--- src/rtl/uart_rx_pkg.sv ---
// Shared constants and helpers for the UART receive path.
package uart_rx_pkg;

    localparam int PRESCALE_8       = 8;
    localparam int PRESCALE_16      = 16;
    localparam int PRESCALE_32      = 32;
    localparam int PRESCALE_DEFAULT = PRESCALE_8;

    localparam logic UART_IDLE = 1'b1;

    // Majority of three samples; a single glitched sample cannot flip the bit.
    function automatic logic majority3(input logic a, input logic b, input logic c);
        return (a & b) | (a & c) | (b & c);
    endfunction

endpackage

--- src/rtl/uart_rx_sync.sv ---
// Generic two-flop synchroniser for a single asynchronous input.
// Shared by the RX and TX paths; RST_VAL picks the idle level.
module uart_rx_sync #(
    parameter logic RST_VAL = 1'b1
) (
    input  logic i_clk,
    input  logic i_rst,
    input  logic i_d,
    output logic o_q
);

    logic r_meta;
    logic r_sync;

    // Two-stage capture of the asynchronous input.
    always_ff @(posedge i_clk or posedge i_rst) begin
        if (i_rst) begin
            r_meta <= RST_VAL;
            r_sync <= RST_VAL;
        end else begin
            r_meta <= i_d;
            r_sync <= r_meta;
        end
    end

    assign o_q = r_sync;

endmodule

--- src/rtl/uart_rx_bit_sampler.sv ---
// Oversampling front end of the UART receiver: synchronises the line,
// tracks the position inside each bit period and decides every bit with a
// 3-sample majority vote around mid-bit. Frame sequencing lives in the RX FSM.
module uart_rx_bit_sampler
    import uart_rx_pkg::*;
#(
    parameter int PRESCALE_W = 6,
    parameter int BIT_CNT_W  = 4
) (
    input  logic                  CLK,
    input  logic                  RST,
    input  logic                  RX_IN,
    input  logic [PRESCALE_W-1:0] prescale,
    input  logic                  enable,
    output logic                  sampled_bit,
    output logic                  sample_valid,
    output logic [PRESCALE_W-1:0] edge_cnt,
    output logic [BIT_CNT_W-1:0]  bit_cnt,
    output logic                  rx_sync
);

    logic                  w_rx_sync;
    logic                  w_en_rise;
    logic [PRESCALE_W-1:0] w_p_decoded;
    logic [PRESCALE_W-1:0] w_p;
    logic [PRESCALE_W-1:0] w_half;
    logic [PRESCALE_W-1:0] w_last;
    logic [PRESCALE_W-1:0] w_s0_pt;
    logic [PRESCALE_W-1:0] w_s1_pt;
    logic [PRESCALE_W-1:0] w_s2_pt;
    logic [PRESCALE_W-1:0] w_dec_pt;

    logic                  r_enable_q;
    logic [PRESCALE_W-1:0] r_p;
    logic [PRESCALE_W-1:0] r_edge_cnt;
    logic [BIT_CNT_W-1:0]  r_bit_cnt;
    logic                  r_s0;
    logic                  r_s1;
    logic                  r_s2;
    logic                  r_sampled_bit;
    logic                  r_sample_valid;

    uart_rx_sync #(
        .RST_VAL (UART_IDLE)
    ) u_sync (
        .i_clk (CLK),
        .i_rst (RST),
        .i_d   (RX_IN),
        .o_q   (w_rx_sync)
    );

    // Only 8, 16 and 32 are supported ratios; anything else falls back to 8.
    always_comb begin
        w_p_decoded = PRESCALE_W'(PRESCALE_DEFAULT);
        if (prescale == PRESCALE_W'(PRESCALE_8) ||
            prescale == PRESCALE_W'(PRESCALE_16) ||
            prescale == PRESCALE_W'(PRESCALE_32)) begin
            w_p_decoded = prescale;
        end
    end

    // The rising edge of enable uses the live prescale so the very first
    // counting cycle already runs with the captured ratio.
    assign w_en_rise = enable & ~r_enable_q;
    assign w_p       = w_en_rise ? w_p_decoded : r_p;
    assign w_half    = w_p >> 1;
    assign w_last    = w_p - PRESCALE_W'(1);
    assign w_s0_pt   = w_half - PRESCALE_W'(1);
    assign w_s1_pt   = w_half;
    assign w_s2_pt   = w_half + PRESCALE_W'(1);
    assign w_dec_pt  = w_half + PRESCALE_W'(2);

    // Capture the effective prescale once per enable window.
    always_ff @(posedge CLK or posedge RST) begin
        if (RST) begin
            r_enable_q <= 1'b0;
            r_p        <= PRESCALE_W'(PRESCALE_DEFAULT);
        end else begin
            r_enable_q <= enable;
            if (w_en_rise) begin
                r_p <= w_p_decoded;
            end
        end
    end

    // Position within the bit period, wrapping at P-1.
    always_ff @(posedge CLK or posedge RST) begin
        if (RST) begin
            r_edge_cnt <= '0;
        end else if (!enable) begin
            r_edge_cnt <= '0;
        end else if (r_edge_cnt == w_last) begin
            r_edge_cnt <= '0;
        end else begin
            r_edge_cnt <= r_edge_cnt + PRESCALE_W'(1);
        end
    end

    // Bit index within the frame, saturating at all-ones.
    always_ff @(posedge CLK or posedge RST) begin
        if (RST) begin
            r_bit_cnt <= '0;
        end else if (!enable) begin
            r_bit_cnt <= '0;
        end else if (r_edge_cnt == w_last && r_bit_cnt != {BIT_CNT_W{1'b1}}) begin
            r_bit_cnt <= r_bit_cnt + BIT_CNT_W'(1);
        end
    end

    // Three consecutive mid-bit samples; held while disabled.
    always_ff @(posedge CLK or posedge RST) begin
        if (RST) begin
            r_s0 <= UART_IDLE;
            r_s1 <= UART_IDLE;
            r_s2 <= UART_IDLE;
        end else if (enable) begin
            if (r_edge_cnt == w_s0_pt) r_s0 <= w_rx_sync;
            if (r_edge_cnt == w_s1_pt) r_s1 <= w_rx_sync;
            if (r_edge_cnt == w_s2_pt) r_s2 <= w_rx_sync;
        end
    end

    // One majority decision per bit period, flagged by a single-cycle strobe.
    always_ff @(posedge CLK or posedge RST) begin
        if (RST) begin
            r_sampled_bit  <= UART_IDLE;
            r_sample_valid <= 1'b0;
        end else if (enable && r_edge_cnt == w_dec_pt) begin
            r_sampled_bit  <= majority3(r_s0, r_s1, r_s2);
            r_sample_valid <= 1'b1;
        end else begin
            r_sample_valid <= 1'b0;
        end
    end

    assign sampled_bit  = r_sampled_bit;
    assign sample_valid = r_sample_valid;
    assign edge_cnt     = r_edge_cnt;
    assign bit_cnt      = r_bit_cnt;
    assign rx_sync      = w_rx_sync;

endmodule

--- config.mk ---
export PLATFORM = sky130hd
export DESIGN_NAME = uart_rx_bit_sampler
export DESIGN_NICKNAME = d
export VERILOG_FILES = /design/src/rtl/uart_rx_pkg.sv /design/src/rtl/uart_rx_sync.sv /design/src/rtl/uart_rx_bit_sampler.sv
export SDC_FILE = /design/constraint.sdc
export NUM_CORES = 1
export LEC_CHECK = 0
export CORE_ASPECT_RATIO = 1.2
export CORE_UTILIZATION = 55
export DETAILED_ROUTE_END_ITERATION = 16
export PLACE_DENSITY = 0.84
export SKIP_CTS_REPAIR_TIMING = 1
export SYNTH_ARGS = -nofsm -noshare
export SYNTH_HDL_FRONTEND = slang
export SYNTH_SLANG_ARGS = --single-unit
--- constraint.sdc ---
create_clock -name CLK -period 5 [get_ports CLK]
set_input_delay 1.5 -clock CLK [delete_from_list [all_inputs] [get_ports CLK]]
set_output_delay 1.5 -clock CLK [all_outputs]
set_load 0.03 [all_outputs]
# == Yosys cells after proc, flatten, opt, wreduce, memory -nomap -nowiden ==
# Cells that the tools add are included.
# word_totals
ff_bits,24
output_inout_bits,13
elab_cells,48
# op_classes
n_addsub,6
eq_ne,10
mux,7
bitwise_logic,7
n_reduce_logical,7
# op_table
op,count
6-bit equality test,4
6-bit two-way mux,4
4-bit two-way mux,2
5-bit by 1-bit adder with 6-bit output (second input constant),1
5-bit by 2-bit adder with 6-bit output (second input constant),1
6-bit by 1-bit adder with 6-bit output (second input constant),1
6-bit by 4-bit equality test with 1-bit output (second input constant),1
6-bit by 5-bit equality test with 1-bit output,1
6-bit by 5-bit equality test with 1-bit output (second input constant),1
6-bit equality test (second input constant),1
2-bit AND reduction,3
5-bit by 1-bit subtractor with 6-bit output (second input constant),1
6-bit by 1-bit subtractor with 6-bit output (second input constant),1
4-bit by 1-bit adder with 4-bit output (second input constant),1
1-bit AND,4
4-bit inequality test (second input constant),1
1-bit logical AND,2
1-bit logical OR,2
2-bit by 1-bit inequality test with 1-bit output (second input constant),1
1-bit OR,2
1-bit two-way mux,1
1-bit NOT,1

# == Depth between registers and ports, before layout ==
# depth
depth_word,10
ltp_mapped,12

# == Cells and area by module ==
# From an unflattened synthesis, not the netlist that was laid out.
# unflattened
hier_cells,193
area_unflattened_um2,1800.5
# modules_own_cells
mod,n_inst,cells_per_inst,area_per_inst_um2,seq_area_each_um2
uart_rx_bit_sampler,1,190,1744.2,556.8
uart_rx_sync,1,3,56.3,52.6

# == Least setup slack after synthesis ==
# No wires, ideal clock.
# synth_path
kind,input port to flip-flop
start,input port enable
end,register r_bit_cnt[3] (netlist: bit_cnt[3])
setup_ns,0.119
arrival_ns,3.695
required_ns,4.881
slack_ns,1.187
stages,11
path_buffers,1
path_cell_list,nand2b_1 -> buf_2 -> nand2_1 -> ha_1 -> inv_1 -> a31oi_1 -> o2111ai_2 -> a2111oi_4 -> o311ai_2 -> o31a_1 -> o21a_1
# synth_via
elab_chain_len,6
elab_cells_between_ends,7
classes_between,1 x add/sub; 2 x eq/ne; 2 x mux; 1 x bitwise; 1 x reduce/logical
# synth_rtl
element,line,text
from (decl),uart_rx_bit_sampler.sv:14,"input logic enable,"
1-bit AND,uart_rx_bit_sampler.sv:64,assign w_en_rise = enable & ~r_enable_q;
6-bit two-way mux,n/a,
6-bit by 1-bit subtractor with 6-bit output,uart_rx_bit_sampler.sv:67,assign w_last = w_p - PRESCALE_W'(1);
6-bit equality test,uart_rx_bit_sampler.sv:105,end else if (r_edge_cnt == w_last && r_bit_cnt != {BIT_CNT_W{1'b1}}) begin
1-bit logical AND,uart_rx_bit_sampler.sv:105,
2-bit by 1-bit inequality test with 1-bit output (no line),n/a,
to (signal assigned),uart_rx_bit_sampler.sv:106,r_bit_cnt <= r_bit_cnt + BIT_CNT_W'(1);
to (decl),uart_rx_bit_sampler.sv:36,logic [BIT_CNT_W-1:0] r_bit_cnt;
# Parallel ways exist; a longest one is shown, timed or not.
# A chain may end at the register's enable or synchronous reset.

# == Worst setup path after layout ==
# layout_path
start,input port enable
end,register r_s0
# layout_via
elab_chain_len,5
# layout_rtl
element,line,text
1-bit AND,uart_rx_bit_sampler.sv:64,
6-bit two-way mux,n/a,
net w_p[3],uart_rx_bit_sampler.sv:25,logic [PRESCALE_W-1:0] w_p;
5-bit by 1-bit subtractor with 6-bit output,uart_rx_bit_sampler.sv:68,assign w_s0_pt = w_half - PRESCALE_W'(1);
6-bit equality test,uart_rx_bit_sampler.sv:117,if (r_edge_cnt == w_s0_pt) r_s0 <= w_rx_sync;
2-bit AND reduction (no line),n/a,
to (signal assigned),uart_rx_bit_sampler.sv:117,
to (decl),uart_rx_bit_sampler.sv:37,logic r_s0;
# The timed path passes the listed nets, and every way through them passes these cells.

==> impl_metrics.tcl <==
set metrics [dict create \
    synth_top_area_share_pct 24.36 \
    relSlewSlack_pct 38.67 \
    core.rowCount 22 \
    die_area_um2 3406 \
    vdd_drop_max_v 0.0001665 \
    clk_pin_slew_ps 130 \
    yosysTopAreaCell "dfrtp_1" \
    crit_path_start "enable" \
    placed_area_um2 1996 \
    final_cell_mix "clkdlybuf4s50_1 (22), xnor2_1 (17), dfrtp_1 (17)" \
    fillers 250 \
    wirelength_um 3984 \
    pwr-share-clk_pct 22.4 \
    areaGrowthSynthToFinish_pct 15.76 \
    layout_commonest_cell "clkdlybuf4s50_1" \
    vias 1523 \
    diodes 0 \
    synth-edff-count 0 \
    leakagePower_uw 0.0008346 \
    hold_path_class "reg -> reg" \
    seq_area_frac_synth_pct 34.89 \
    io_pins 23 \
    internal-power_uw 289.5 \
    cp-start-kind "input port" \
    crit_path_end_kind "flip-flop" \
    p_sw_share_pct 28.08 \
    status "finished clean" \
    p_seq_share_pct 57.8 \
    synth_flop_cell "dfrtp_1" \
    synth_area_um2 1747 \
    p_comb_share_pct 19.8 \
    grt_max_degree 25 \
    post_synth.cell_area_avg_um2 9.242 \
    max-clock-path-buffers 2 \
    cts_tree "yes" \
    drc 0 \
    period_needed_ps 4292 \
    core_um2 3055 \
    worstSetupPathType "in -> reg" \
    final_nets 227 \
    place.gp.congestion 0.9392 \
    rsz0062_at_grt "false" \
    ys_top_cells_by_area "dfrtp_1 (24%), dfstp_2 (11%), xnor2_1 (8.5%)" \
    tightest_slew_ps 919.0 \
    synth.distinct_cells 54 \
    first_iter_violations 49 \
    cp_max_fo 16 \
    wire_per_inst_um 16.26 \
    reg2reg_from "r_enable_q$_DFF_PP0_" \
    required_ps 5250 \
    syn_inst 189 \
    grt_pass1_vias 1516 \
    p_per_area_nw_per_um2 199.1 \
    drt_first_pass_iters 4 \
    hp-start "u_sync.r_meta$_DFF_PP1_" \
    setup_viol 0 \
    synth_nets 206 \
    clk_latency_ps 320 \
    antenna_found_initial 0 \
    maxCapViolations 0 \
    fin_setup_tns_ps 0 \
    die_y_um 63.73 \
    timing.fmax_ghz 0.2330 \
    fp.dieW_um 53.45 \
    synth_warnings 0 \
    finClkSkew_ps 9.205 \
    antenna_left 0 \
    finalInstanceArea_um2 2022 \
    synth-async-reset-ratio_pct 100.0 \
    drv_slew 0 \
    hpwl_um 2937 \
    overflow 0 \
    switchingPower_uw 113.0 \
    cts_buffers 3 \
    vias_per_cell 6.216 \
    drive_gt1_share_pct 12.44 \
    ys_seq_elements 24 \
    grt.total_usage_pct 25.80 \
    cts_sinks 24 \
    port_buffers 22 \
    grt_first_pass_wirelength_um 6479 \
    worstPathArrival_ps 4540 \
    period_share_pct 85.83 \
    cts_root_buffer "clkbuf_4" \
    finalHoldViolCount 0 \
    start_util_pct 57.17 \
    htree_num_levels 1 \
]
-- state kept, by name, summed over array words and instances, names as in the netlist --
name and flops:
u_sync.r_meta 1, bit_cnt 4, u_sync.o_q 1, r_s0 1
sampled_bit 1, sample_valid 1, edge_cnt 6, r_s2 1
r_s1 1, r_p 6, r_enable_q 1
-- per-layer routing --
| layer | share of wire [%] | global-route usage (%) | up-vias |
|---|---|---|---|
| li1 | - | - | 709 |
| met1 | 41 | 30.18 | 735 |
| met2 | 51 | 43.28 | 64 |
| met3 | 5.4 | 4.286 | 15 |
| met4 | 2.9 | 13.82 | 0 |
| met5 | 0 | 0 | - |
-- path summary, 6_finish.rpt --
kind | end | slack [ps] | depth (start not counted)
setup / recovery | r_s0$_DFFE_PP1P_ | 710 | 13
hold / removal | u_sync.o_q$_DFF_PP1_ | 370 | 0
setup reg to reg | bit_cnt[3]$_DFFE_PP0P_ | 1990 | 10
hold reg to reg | u_sync.o_q$_DFF_PP1_ | 370 | 0
max in group asynchronous | edge_cnt[5]$_DFF_PP0_ | 2770 | 2
min in group asynchronous | edge_cnt[2]$_DFF_PP0_ | 1670 | 2
-- synth_stat cells (all sizes together) (3+ instances only) --
library cell and n:
mux2 4, dfrtp 17, nand3 8, dfstp 7
xnor2 17, o21ai 5, a21oi 5, nor2 16
or2 3, clkbuf 6, o2111ai 3, o21a 3
mux2i 3, nor3 10, nand2 14, ha 7
inv 14, xor2 10
-- cell families after synthesis --
| kind of cell | Yosys count | share of synthesized area [%] |
|---|---|---|
| mux | 7 | 4.298 |
| flops | 24 | 34.89 |
| xor+xnor | 27 | 13.54 |
| buf+inv | 22 | 4.799 |
| compound gates | 34 | 16.55 |
| simple gates | 67 | 20.34 |
| fa+ha+maj | 8 | 5.587 |
-- area by class of cell --
cell class / count / area (µm²) / area share [%]
clock buffers: 4 / 26.28 / 1.300
inverters: 14 / 52.55 / 2.599
multi-input cells: 143 / 1054 / 52.10
flip-flops and latches: 24 / 609.3 / 30.14
well taps: 36 / 45.04 / 2.228
repair buffers: 24 / 235.2 / 11.63
-- power groups by stage --
stage / registers [µW] / clock network, µW / logic (µW)
final: 233 / 90.1 / 79.7
after global routing: 235 / 100 / 87.9
after CTS: 233 / 91.9 / 80.0
after detailed placement: 236 / 0 / 79.7
after global placement: 235 / 0 / 78.0
after floorplan: 236 / 0 / 51.7
-- critical path: stages --
cell and delay, ps:
clkdlybuf4s50_1 480, buf_4 210, nor2b_1 350, nor2_1 200
nor2_1 320, inv_1 80, ha_1 240, o31ai_1 170
nor3_1 120, a21oi_1 150, a211oi_1 100, o211ai_1 260
mux2_2 360
-- per-stage QoR --
| stage | utilization (%) | power, µW | hold WS [ps] | instances | worst slack, ps |
|---|---|---|---|---|---|
| final | 66.18 | 402.5 | 365.1 | 245 | 708.3 |
| after floorplan | - | 288.1 | 345.2 | 189 | 1187 |
| after global placement | 65.32 | 313.0 | 345.8 | 241 | 573.5 |
| after global routing | 66.18 | 423.0 | 368.3 | 245 | 615.5 |
| after detailed placement | 65.32 | 316.1 | 347.2 | 241 | 459.4 |
| after CTS | 66.18 | 404.6 | 365.6 | 245 | 768.8 |
(Power assumes the default switching activity.)
